[src/rtl/imu_poll_scheduler.sv]
// Periodic IMU register sweeper: reads N_REGS consecutive registers each tick,
// publishes complete sweeps, and flags per-read timeouts and tick overruns.
module imu_poll_scheduler #(
  parameter int         N_REGS    = 6,
  parameter logic [7:0] BASE_ADDR = 8'h3B,
  parameter int         POLL_DIV  = 100000,
  parameter int         TIMEOUT   = 4096
) (
  input  logic                clk,
  input  logic                rst_n,
  input  logic                enable,
  input  logic                err_clr,
  output logic                imu_start,
  output logic [7:0]          imu_reg_addr,
  input  logic [7:0]          imu_data,
  input  logic                imu_busy,
  input  logic                imu_done,
  output logic [8*N_REGS-1:0] sample_data,
  output logic                sample_valid,
  output logic [15:0]         sweep_count,
  output logic                timeout_err,
  output logic                overrun_err
);

  localparam int DW = $clog2(POLL_DIV);
  localparam int TW = $clog2(TIMEOUT + 1);
  localparam logic [DW-1:0] DIV_LAST = DW'(POLL_DIV - 1);
  localparam logic [TW-1:0] TO_LAST  = TW'(TIMEOUT - 1);
  localparam logic [2:0]    IDX_LAST = 3'(N_REGS - 1);

  typedef enum logic [2:0] {
    IDLE,
    WAIT_TICK,
    ISSUE,
    WAIT_DONE,
    PUBLISH
  } state_t;

  state_t              r_state;
  logic [DW-1:0]       r_div;
  logic [TW-1:0]       r_tcnt;
  logic [2:0]          r_idx;
  logic [7:0]          r_addr;
  logic [8*N_REGS-1:0] r_shadow;
  logic [8*N_REGS-1:0] r_sample;
  logic                r_valid;
  logic [15:0]         r_count;
  logic                r_to_err;
  logic                r_ov_err;

  logic w_tick;
  logic w_in_sweep;
  logic w_to_set;
  logic w_ov_set;

  assign w_tick     = enable && (r_div == DIV_LAST);
  assign w_in_sweep = (r_state == ISSUE) ||
                      (r_state == WAIT_DONE) ||
                      (r_state == PUBLISH);
  // done on the terminal count cycle wins over the abort
  assign w_to_set   = (r_state == WAIT_DONE) && !imu_done &&
                      (r_tcnt == TO_LAST);
  assign w_ov_set   = w_tick && w_in_sweep;

  assign imu_start    = (r_state == ISSUE) && !imu_busy;
  assign imu_reg_addr = r_addr;
  assign sample_data  = r_sample;
  assign sample_valid = r_valid;
  assign sweep_count  = r_count;
  assign timeout_err  = r_to_err;
  assign overrun_err  = r_ov_err;

  always_ff @(posedge clk or negedge rst_n) begin
    if (!rst_n) begin
      r_div <= '0;
    end else if (!enable || w_tick) begin
      r_div <= '0;
    end else begin
      r_div <= r_div + 1'b1;
    end
  end

  always_ff @(posedge clk or negedge rst_n) begin
    if (!rst_n) begin
      r_to_err <= 1'b0;
      r_ov_err <= 1'b0;
    end else begin
      if (w_to_set) begin
        r_to_err <= 1'b1;
      end else if (err_clr) begin
        r_to_err <= 1'b0;
      end
      if (w_ov_set) begin
        r_ov_err <= 1'b1;
      end else if (err_clr) begin
        r_ov_err <= 1'b0;
      end
    end
  end

  always_ff @(posedge clk or negedge rst_n) begin
    if (!rst_n) begin
      r_state  <= IDLE;
      r_tcnt   <= '0;
      r_idx    <= '0;
      r_addr   <= BASE_ADDR;
      r_shadow <= '0;
      r_sample <= '0;
      r_valid  <= 1'b0;
      r_count  <= '0;
    end else begin
      r_valid <= 1'b0;
      unique case (r_state)
        IDLE: begin
          if (enable) begin
            r_state <= WAIT_TICK;
          end
        end
        WAIT_TICK: begin
          if (!enable) begin
            r_state <= IDLE;
          end else if (w_tick) begin
            r_idx   <= '0;
            r_addr  <= BASE_ADDR;
            r_state <= ISSUE;
          end
        end
        ISSUE: begin
          if (!imu_busy) begin
            r_tcnt  <= '0;
            r_state <= WAIT_DONE;
          end
        end
        WAIT_DONE: begin
          if (imu_done) begin
            r_shadow[8*r_idx +: 8] <= imu_data;
            if (r_idx == IDX_LAST) begin
              r_state <= PUBLISH;
            end else begin
              r_idx   <= r_idx + 3'd1;
              r_addr  <= BASE_ADDR + {5'd0, r_idx} + 8'd1;
              r_state <= ISSUE;
            end
          end else if (r_tcnt == TO_LAST) begin
            r_state <= enable ? WAIT_TICK : IDLE;
          end else begin
            r_tcnt <= r_tcnt + 1'b1;
          end
        end
        PUBLISH: begin
          r_sample <= r_shadow;
          r_valid  <= 1'b1;
          r_count  <= r_count + 16'd1;
          r_state  <= enable ? WAIT_TICK : IDLE;
        end
        default: begin
          r_state <= IDLE;
        end
      endcase
    end
  end

endmodule

[config.mk]
export PLATFORM = sky130hd
export DESIGN_NAME = imu_poll_scheduler
export DESIGN_NICKNAME = d
export VERILOG_FILES = /design/src/rtl/imu_poll_scheduler.sv
export SDC_FILE = /design/constraint.sdc
export NUM_CORES = 1
export LEC_CHECK = 0
export ABC_AREA = 1
export CORE_UTILIZATION = 58
export CTS_BUF_LIST = sky130_fd_sc_hd__clkbuf_8
export CTS_CLUSTER_DIAMETER = 60
export DETAILED_ROUTE_END_ITERATION = 6
export PLACE_DENSITY = 0.89
export RECOVER_POWER = 25
export SLEW_MARGIN = 20
export SYNTH_ARGS = -nofsm -noshare
export SYNTH_HDL_FRONTEND = slang
export SYNTH_SLANG_ARGS = --single-unit
[constraint.sdc]
create_clock -name clk -period 2.6 [get_ports clk]
set_input_delay 0.52 -clock clk [delete_from_list [all_inputs] [get_ports clk]]
set_output_delay 0.52 -clock clk [all_outputs]
set_load 0.03 [all_outputs]
==> results of run 1 <==
worst register-to-register path, cell delays in order, from the launching register on:
cell and delay (ps):
dfrtp_1 410, inv_1 110, ha_1 200, ha_1 290
inv_1 70, nor2_1 130, nand2_1 170, nor3_4 540
nand3_1 180, o21ai_0 150
logic make-up (layout without fill, tap and decap cells):
logic type / Yosys count / after routing / synth area share, %
AND/OR/NAND/NOR: 484 / 484 / 28.5
flip-flops: 156 / 156 / 53.7
buffers and inverters: 122 / 224 / 7.06
AO/OA/AOI/OAI: 94 / 94 / 6.92
XOR/XNOR: 19 / 19 / 2.28
adder cells (fa/ha/maj): 9 / 9 / 1.55
other: 1 / 1 / 0.0515
Yosys cell counts (all sizes together):
cell      n
nand2   291
dfrtp   153
nor2     97
inv      95
o21ai    81
nand3    53
buf      20
nor3     20
nand4    14
xor2     13
a21oi     9
ha        9
nand3b    7
clkbuf    6
xnor2     6
dfstp     3
o21bai    2
o22ai     2
clkinv    1
conb      1
nor3b     1
or2       1
flip-flops by register name, indices dropped and copies added (netlist names):
register	flops
r_div	17
sample_data	48
sample_valid	1
imu_reg_addr	5
r_idx	3
r_state	3
timeout_err	1
r_tcnt	13
overrun_err	1
r_shadow	48
sweep_count	16
power by group through the flow:
| stage | sequential, mW | combinational, mW | clock [mW] |
|---|---|---|---|
| finish | 2.73 | 1.30 | 1.76 |
| global route | 2.76 | 1.44 | 1.87 |
| CTS | 2.73 | 1.30 | 1.79 |
| detailed placement | 2.77 | 1.29 | 0 |
| global placement | 2.77 | 1.25 | 0 |
| floorplan | 2.81 | 0.874 | 0 |
through the flow:
stage	setup WS [ps]	instances	hold WS, ps	total power [mW]	utilization (%)
floorplan	563	885	224	3.69	-
CTS	34.2	1155	466	5.81	71.7
global route	103	1155	476	6.07	71.6
global placement	350	1122	449	4.01	68.5
detailed placement	322	1122	455	4.06	68.5
finish	258	1155	468	5.79	71.6
worst paths after layout:
check	cells after the start	startpoint	slack (ps)	end
worst min register to register	2	imu_reg_addr[0]	470	imu_reg_addr[0]
worst min-delay path	2	imu_reg_addr[0]	470	imu_reg_addr[0]
min in group asynchronous	2	rst_n	860	sweep_count[8]
worst max register to register	9	r_idx[1]	260	r_shadow[32]
worst max-delay path	9	r_idx[1]	260	r_shadow[32]
max in group asynchronous	3	rst_n	520	r_shadow[26]
metal layers:
metal	share of wire, %	GRT usage (%)	wire length (um)	vias to the layer above
met5	0	0	0	-
met4	2.9	13.0	467	0
met3	6.2	4.92	990	45
met2	48	41.7	7650	233
met1	43	36.1	6980	2873
li1	-	-	-	2964
repair_timing:
action / in CTS / in global routing
hold endpoints to repair: 33 / 0
hold buffers: 1 / 0
setup endpoints to repair: 0 / 1
resized for setup: 0 / 1
area by class of cell:
type                            instances  area [um^2]  share of cell area (%)
Timing Repair Buffer                   96          941                    10.9
Tap cell                              168          210                    2.42
Inverter                               96          362                    4.17
Multi-Input combinational cell        607         2860                    33.0
Clock inverter                         12          113                    1.30
Clock buffer                           20          275                    3.18
Sequential cell                       156         3910                    45.1
==> impl_metrics.env, run 1 <==
export IMPL_status="complete, but fails checks"
export IMPL_failed_checks="design-rule violations"
export IMPL_worst_path_largest_cell_delay_ps=540
export IMPL_max_cap_viol_count=0
export IMPL_detailed_routing_iterations_pass_1=7
export IMPL_postRouteWirelength_um=16100
export IMPL_vias_per_cell=5.29
export IMPL_commonest_cells_after_routing_fill_and_taps_aside="nand2_1, dfrtp_1, nor2_1, inv_1, clkdlybuf4s50_1"
export IMPL_max_freq_ghz=0.427
export IMPL_timing_max_slew_rel_slack_pct=16.1
export IMPL_crit_path_start_kind="flip-flop"
export IMPL_tightestPinTransition_ps=1260
export IMPL_irDropWorstVdd_mv=0.519
export IMPL_final_setup_skew_ps=11.0
export IMPL_placementRows=40
export IMPL_grt_setup_unrepaired="false"
export IMPL_power_per_cell_area_nw_per_um2=668
export IMPL_io_buffer_count=88
export IMPL_synthesis_area_per_instance_um2=8.23
export IMPL_p_leak_nw=4.15
export IMPL_timing_critical_path_buf_inv=2
export IMPL_grt_remaining_overflow=0
export IMPL_timing_critical_path_max_delay_family="simple AND/OR/NAND/NOR gates"
export IMPL_synth_fp_nets=908
export IMPL_antenna_cells_inserted=0
export IMPL_finalSetupViolations=0
export IMPL_cts_buf_count=17
export IMPL_critical_path_slowest_cell="nor3_4"
export IMPL_area_growth_synth_to_final_pct=19.0
export IMPL_h_tree_depth=4
export IMPL_comb_power_share_pct=22.4
export IMPL_clockBufferDepth=2
export IMPL_grt_pass1_vias=5637
export IMPL_syn_cell_area_um2=7280
export IMPL_tritoncts="yes"
export IMPL_drcViolationCount=16
export IMPL_detail_route_antenna_nets=0
export IMPL_yosys_warnings=0
export IMPL_grt_first_pass_wirelength_um=26800
export IMPL_maximum_number_of_pins_on_one_net_before_global_route_repair=70
export IMPL_pwr_share_clk_pct=30.4
export IMPL_ctsRootBufferMaster="clkbuf_8"
export IMPL_layout_commonest_cell="nand2_1"
export IMPL_fin_area_um2=8670
export IMPL_cp_data_required_time_ps=2970
export IMPL_power_report_internal_total_mw=3.84
export IMPL_initial_antenna_violation_count=0
export IMPL_timing_hold_violations_final=0
export IMPL_hp_class="reg2reg"
export IMPL_synth_top_cell_by_area="dfrtp_1"
export IMPL_dpl_instance_area_um2=8290
export IMPL_core_region_area_um2=12100
export IMPL_synth_area_top_cells="dfrtp_1, nand2_1, nor2_1"
export IMPL_grt_total_usage_pct=26.6
export IMPL_number_of_sinks_on_the_clock_net=156
export IMPL_setup_total_negative_slack_ps=0
export IMPL_drv_slew=0
export IMPL_net_switching_power_mw=1.95
export IMPL_yosys_cell_types_count=35
export IMPL_vertical_extent_of_the_die_um=114
export IMPL_cells_traversed_along_the_worst_timing_path="inv_1 -> ha_1 -> ha_1 -> inv_1 -> nor2_1 -> nand2_1 -> nor3_4 -> nand3_1 -> o21ai_0"
export IMPL_io_pin_count=90
export IMPL_routedWlPerCell_um=13.9
export IMPL_dp_hpwl_um=11100
export IMPL_dr_total_vias=6115
export IMPL_cts_repair_timing_setup_buffer_count=0
export IMPL_place_gp_congestion=0.904
export IMPL_synth_ff_latch_count=156
export IMPL_share_of_the_clock_period_used_by_the_worst_path_after_layout_pct=90.1
export IMPL_design_final_nets=997
export IMPL_worstSetupEndpointType="flip-flop"
export IMPL_post_route_cells_drive_above_1_share_pct=7.09
export IMPL_synth_seq_area_share_pct=53.7
export IMPL_worstPathMaxFanout=16
export IMPL_clock_latency_ps=460
export IMPL_n_fill_cell=906
export IMPL_share_seq_of_total_power_pct=47.2
export IMPL_switching_share_pct=33.6
export IMPL_die_width_um=114
export IMPL_critical_path_arrival_ps=2710
export IMPL_yosysTopAreaCellShare_pct=52.6
export IMPL_clk_transition_reported_paths_ps=80
export IMPL_type_of_the_worst_setup_path="reg2reg"
export IMPL_synthCells=885
export IMPL_crit_path_time_final_ps=2340
export IMPL_die_area_um2=13000
export IMPL_start_util_pct=60.1
export IMPL_dr_first_iter_drc_count=493
Power figures use the tool's default switching activity.
==> inputs of run 2 (changes only) <==
--- a/config.mk
+++ b/config.mk
@@ -6,11 +6,12 @@
 export NUM_CORES = 1
 export LEC_CHECK = 0
 export ABC_AREA = 1
-export CORE_UTILIZATION = 58
+export CORE_UTILIZATION = 54
 export CTS_BUF_LIST = sky130_fd_sc_hd__clkbuf_8
 export CTS_CLUSTER_DIAMETER = 60
 export DETAILED_ROUTE_END_ITERATION = 6
-export PLACE_DENSITY = 0.89
+export GPL_ROUTABILITY_DRIVEN = 1
+export PLACE_DENSITY = 0.84
 export RECOVER_POWER = 25
 export SLEW_MARGIN = 20
 export SYNTH_ARGS = -nofsm -noshare
==> run 2 against run 1 <==
Against the previous run: the run ends with max-capacitance violations, max-slew violations left; combinational power about the same; sequential share of layout area decreased by 0.29 points; first-iteration DRC count decreased by 2.4%; register-to-register slack improved by 220 ps; cell count increased by 0.87%; via count decreased by 1.3%; flip-flop and latch count unchanged; power increased by 1.9%.
==> impl_metrics.env, run 2 (synthesized netlist as in run 1, its figures left out) <==
export IMPL_status="complete, but fails checks"
export IMPL_failed_checks="max-capacitance violations, max-slew violations"
export IMPL_grt_remaining_overflow=0
export IMPL_design_final_nets=999
export IMPL_post_route_cells_drive_above_1_share_pct=7.58
export IMPL_worstPathMaxFanout=4
export IMPL_place_gp_congestion=0.921
export IMPL_drcViolationCount=0
export IMPL_routedWlPerCell_um=13.4
export IMPL_clockBufferDepth=2
export IMPL_vertical_extent_of_the_die_um=118
export IMPL_dr_total_vias=6038
export IMPL_number_of_sinks_on_the_clock_net=156
export IMPL_reg2reg_depth=10
export IMPL_layout_commonest_cell="nand2_1"
export IMPL_clk_transition_reported_paths_ps=80
export IMPL_commonest_cells_after_routing_fill_and_taps_aside="nand2_1, dfrtp_1, nor2_1, inv_1, clkdlybuf4s50_1"
export IMPL_maximum_number_of_pins_on_one_net_before_global_route_repair=74
export IMPL_timing_rr_end="r_shadow[36]"
export IMPL_worst_hold_slack_ps=472
export IMPL_power_per_cell_area_nw_per_um2=676
export IMPL_worst_path_largest_cell_delay_ps=670
export IMPL_n_fill_cell=1031
export IMPL_startpoint="imu_reg_addr[5]"
export IMPL_grt_total_usage_pct=24.3
export IMPL_r2r_setup_slack_ps=480
export IMPL_share_of_the_clock_period_used_by_the_worst_path_after_layout_pct=84.4
export IMPL_p_leak_nw=4.18
export IMPL_die_area_um2=14000
export IMPL_min_to="sample_data[42]"
export IMPL_crit_path_time_final_ps=2200
export IMPL_dpl_instance_area_um2=8320
export IMPL_cts_buf_count=17
export IMPL_cts_repair_timing_setup_buffer_count=0
export IMPL_placementRows=42
export IMPL_critical_path_arrival_ps=1680
export IMPL_dp_hpwl_um=11100
export IMPL_grt_setup_unrepaired="false"
export IMPL_clock_latency_ps=450
export IMPL_critical_path_slowest_cell="clkdlybuf4s50_1"
export IMPL_worstHoldStart="r_shadow[42]"
export IMPL_start_util_pct=55.2
export IMPL_h_tree_depth=4
export IMPL_critical_path_reg2reg_startpoint="r_idx[1]"
export IMPL_vias_per_cell=5.18
export IMPL_detailed_routing_iterations_pass_1=5
export IMPL_initial_antenna_violation_count=0
export IMPL_grt_pass1_vias=5766
export IMPL_worstSetupEndpointType="output pin"
export IMPL_cells_traversed_along_the_worst_timing_path="clkdlybuf4s50_1"
export IMPL_timing_critical_path_buf_inv=1
export IMPL_grt_first_pass_wirelength_um=27100
export IMPL_max_cap_viol_count=1
export IMPL_detail_route_antenna_nets=0
export IMPL_type_of_the_worst_setup_path="reg2out"
export IMPL_whs_path_depth=2
export IMPL_fin_area_um2=8730
export IMPL_antenna_cells_inserted=0
export IMPL_dr_first_iter_drc_count=481
export IMPL_cp_data_required_time_ps=2080
export IMPL_ctsRootBufferMaster="clkbuf_8"
export IMPL_tightestPinTransition_ps=1850
export IMPL_area_growth_synth_to_final_pct=19.8
export IMPL_timing_max_slew_rel_slack_pct=-23.2
export IMPL_postRouteWirelength_um=15600
export IMPL_die_width_um=118
export IMPL_drv_slew=73
export IMPL_timing_critical_path_max_delay_family="buffers and inverters"
export IMPL_max_freq_ghz=0.456
export IMPL_tritoncts="yes"
export IMPL_io_pin_count=90
export IMPL_crit_path_start_kind="flip-flop"
export IMPL_setup_total_negative_slack_ps=0
export IMPL_final_setup_skew_ps=13.1
export IMPL_timing_hold_violations_final=0
export IMPL_io_buffer_count=88
export IMPL_finalSetupViolations=0
export IMPL_irDropWorstVdd_mv=0.520
export IMPL_core_region_area_um2=13200
export IMPL_hp_class="reg2reg"
-- run 2: per-layer routing --
layer	track usage [%]	wire (um)	share of wire, %	vias to the layer above
li1	-	-	-	2964
met1	34.8	7260	46	2862
met2	37.6	7340	47	193
met3	4.44	805	5.2	19
met4	7.45	222	1.4	0
met5	0	0	0	-
-- run 2: area by class of cell --
type                       count  area, um^2  share of cell area (%)
clock buffer                  17         234                    2.68
clock inverter                15         173                    1.98
inverter                      96         362                    4.14
multi-input combinational    607        2860                    32.8
sequential                   156        3910                    44.8
tap                          176         220                    2.52
timing repair buffer          98         966                    11.1
-- run 2: where the power goes --
| group | internal (mW) | switching [mW] |
|---|---|---|
| Sequential | 2.61 | 0.125 |
| Clock | 0.950 | 0.912 |
| Combinational | 0.401 | 0.907 |
| Total | 3.96 | 1.94 |
-- run 2: what timing repair did --
action                                 in CTS  in global routing
hold buffers                                0                  0
gates resized for setup                     0                  1
endpoints found under the hold margin       0                  0
setup endpoints to repair                   0                  1
-- run 2: how the worst max path moves through the flow --
stage | endpoint | cells past startpoint
after floorplan | r_shadow[38] | 10
after global placement | imu_start | 3
after detailed placement | imu_start | 3
after CTS | imu_start | 4
after global routing | r_shadow[20] | 9
final | imu_reg_addr[5] | 1
-- run 2: metrics by stage --
stage	instances	setup WS [ps]	total power, mW	util, %
CTS	1165	78.6	5.91	66.2
global placement	1133	340	4.02	63.1
global route	1165	319	6.19	66.2
detailed placement	1133	322	4.06	63.1
finish	1165	405	5.90	66.2
floorplan	885	563	3.69	-
-- run 2: worst reg2reg max path: stages, from the launching register on --
cell,delay [ps]
dfrtp_1,430
inv_1,120
ha_1,200
ha_1,290
inv_1,70
nor2_1,120
nand2_1,150
nor3_4,200
buf_4,240
nand3_1,100
o21ai_0,110
==> inputs of run 3 (changes only) <==
==> constraint.sdc (replaced) <==
create_clock -name clk -period 2.3 [get_ports clk]
set_input_delay 0.46 -clock clk [delete_from_list [all_inputs] [get_ports clk]]
set_output_delay 0.46 -clock clk [all_outputs]
set_load 0.03 [all_outputs]
==> run 3 against run 2 <==
Against the previous run: the flow now finishes without violations; sequential power is 13% higher; clock-buffer cell count is 1 higher; clock power is 10% higher; design area is 0.23% higher; die area stayed put; power is 12% higher; core utilization is 0.15 points higher; critical path type unchanged; largest cell class unchanged.
==> impl_metrics.env, run 3 (synthesized netlist as in run 1, its figures left out) <==
export IMPL_power_mw=6.63
export IMPL_grt_setup_unrepaired="false"
export IMPL_die_width_um=118
export IMPL_fin_area_um2=8750
export IMPL_max_freq_ghz=0.462
export IMPL_vias_per_cell=5.13
export IMPL_area_growth_synth_to_final_pct=20.1
export IMPL_cts_buf_count=17
export IMPL_tightestPinTransition_ps=1100
export IMPL_max_cap_viol_count=0
export IMPL_cp_data_required_time_ps=1840
export IMPL_critical_path_arrival_ps=1700
export IMPL_start_util_pct=55.2
export IMPL_share_of_the_clock_period_used_by_the_worst_path_after_layout_pct=94.0
export IMPL_post_route_cells_drive_above_1_share_pct=8.26
export IMPL_initial_antenna_violation_count=0
export IMPL_multi_input_comb_area_um2=2870
export IMPL_p_leak_nw=4.17
export IMPL_number_of_sinks_on_the_clock_net=156
export IMPL_irDropWorstVdd_mv=0.564
export IMPL_core_region_area_um2=13200
export IMPL_whs_path_depth=1
export IMPL_grt_pass1_vias=5715
export IMPL_power_report_internal_total_mw=4.34
export IMPL_place_gp_congestion=0.883
export IMPL_min_to="r_div[0]"
export IMPL_final_setup_skew_ps=18.6
export IMPL_dp_hpwl_um=11100
export IMPL_routedWlPerCell_um=13.5
export IMPL_worst_hold_slack_ps=465
export IMPL_critical_path_slowest_cell="clkdlybuf4s50_1"
export IMPL_cells_traversed_along_the_worst_timing_path="clkdlybuf4s50_1"
export IMPL_design_final_nets=1003
export IMPL_critical_path_reg2reg_startpoint="r_idx[1]"
export IMPL_type_of_the_worst_setup_path="reg2out"
export IMPL_dr_first_iter_drc_count=465
export IMPL_crit_path_start_kind="flip-flop"
export IMPL_grt_remaining_overflow=0
export IMPL_timing_critical_path_buf_inv=1
export IMPL_dpl_instance_area_um2=8360
export IMPL_antenna_cells_inserted=0
export IMPL_worstHoldStart="r_div[0]"
export IMPL_comb_power_share_pct=22.6
export IMPL_vertical_extent_of_the_die_um=118
export IMPL_timing_max_slew_rel_slack_pct=26.8
export IMPL_reg2reg_depth=10
export IMPL_drcViolationCount=0
export IMPL_maximum_number_of_pins_on_one_net_before_global_route_repair=63
export IMPL_placementRows=42
export IMPL_startpoint="imu_reg_addr[5]"
export IMPL_timing_hold_violations_final=0
export IMPL_clock_latency_ps=470
export IMPL_layout_commonest_cell="nand2_1"
export IMPL_grt_total_usage_pct=24.3
export IMPL_h_tree_depth=4
export IMPL_dpl_cell_count=1135
export IMPL_worstSetupEndpointType="output pin"
export IMPL_ff_latch_area_um2=3910
export IMPL_hp_class="reg2reg"
export IMPL_tritoncts="yes"
export IMPL_pwr_share_clk_pct=31.0
export IMPL_postRouteWirelength_um=15800
export IMPL_clockBufferDepth=2
export IMPL_die_area_um2=14000
export IMPL_switching_share_pct=34.6
export IMPL_detailed_routing_iterations_pass_1=5
export IMPL_worst_path_largest_cell_delay_ps=670
export IMPL_grt_first_pass_wirelength_um=26900
export IMPL_share_seq_of_total_power_pct=46.4
export IMPL_io_buffer_count=88
export IMPL_crit_path_time_final_ps=2160
export IMPL_drv_slew=0
export IMPL_r2r_setup_slack_ps=260
export IMPL_n_fill_cell=1033
export IMPL_worstPathMaxFanout=4
export IMPL_finalSetupViolations=0
export IMPL_io_pin_count=90
export IMPL_crit_path_cell_count=1
export IMPL_timing_rr_end="r_shadow[35]"
export IMPL_dr_total_vias=5996
export IMPL_ctsRootBufferMaster="clkbuf_8"
export IMPL_timing_critical_path_max_delay_family="buffers and inverters"
export IMPL_power_per_cell_area_nw_per_um2=758
export IMPL_commonest_cells_after_routing_fill_and_taps_aside="nand2_1, dfrtp_1, nor2_1, inv_1, clkdlybuf4s50_1"
export IMPL_status="finished clean"
export IMPL_clk_transition_reported_paths_ps=90
export IMPL_setup_total_negative_slack_ps=0
export IMPL_layout_cells_non_filler=1169
export IMPL_net_switching_power_mw=2.29
export IMPL_detail_route_antenna_nets=0
## run 3: changes by cell type in the layout (fill, tap and decap cells not counted), moves of 2 or more
cell and change:
buf_4 +2, clkinvlp_4 +2, bufinv_16 -2, clkinv_2 -3, inv_8 +3, inv_1 -2
## run 3: repair_timing
item / in CTS / in global routing
setup buffers: 0 / 1
resized for setup: 1 / 3
hold buffers: 1 / 0
pin swaps: 0 / 1
setup endpoints to repair: 1 / 2
endpoints found under the hold margin: 40 / 0
## run 3: worst max path at each step
stage | to | slack [ps]
after floorplan | r_shadow[38] | 260
after global placement | imu_start | 170
after detailed placement | imu_start | 160
after CTS | imu_start | 110
after global routing | r_shadow[35] | 20
final | imu_reg_addr[5] | 140
## run 3: metrics by stage
step           setup slack (ps)  utilization (%)
2_1_floorplan               263                -
3_5_place_dp                160             63.4
3_3_place_gp                170             63.4
5_1_grt                    23.8             66.3
6_report                    138             66.3
4_1_cts                     112             66.5
## run 3: power by group through the flow
stage	Sequential (mW)	Clock [mW]	Combinational, mW
after detailed placement	3.13	0	1.49
after global placement	3.13	0	1.46
after CTS	3.08	2.08	1.50
final	3.08	2.05	1.50
after floorplan	3.18	0	0.988
after global routing	3.11	2.20	1.67
## run 3: final cells by class
class	instances	area share [%]
timing repair buffer	102	11.4
inverter	96	4.13
sequential	156	44.7
clock inverter	14	1.69
tap	176	2.52
clock buffer	18	2.83
multi-input combinational	607	32.8
## run 3: per-layer routing
layer  track usage, %  vias up  wire, um
li1                 -     2973         -
met1             33.0     2816      7220
met2             38.1      176      7320
met3             5.21       31       845
met4             10.1        0       364
met5                0        -         0
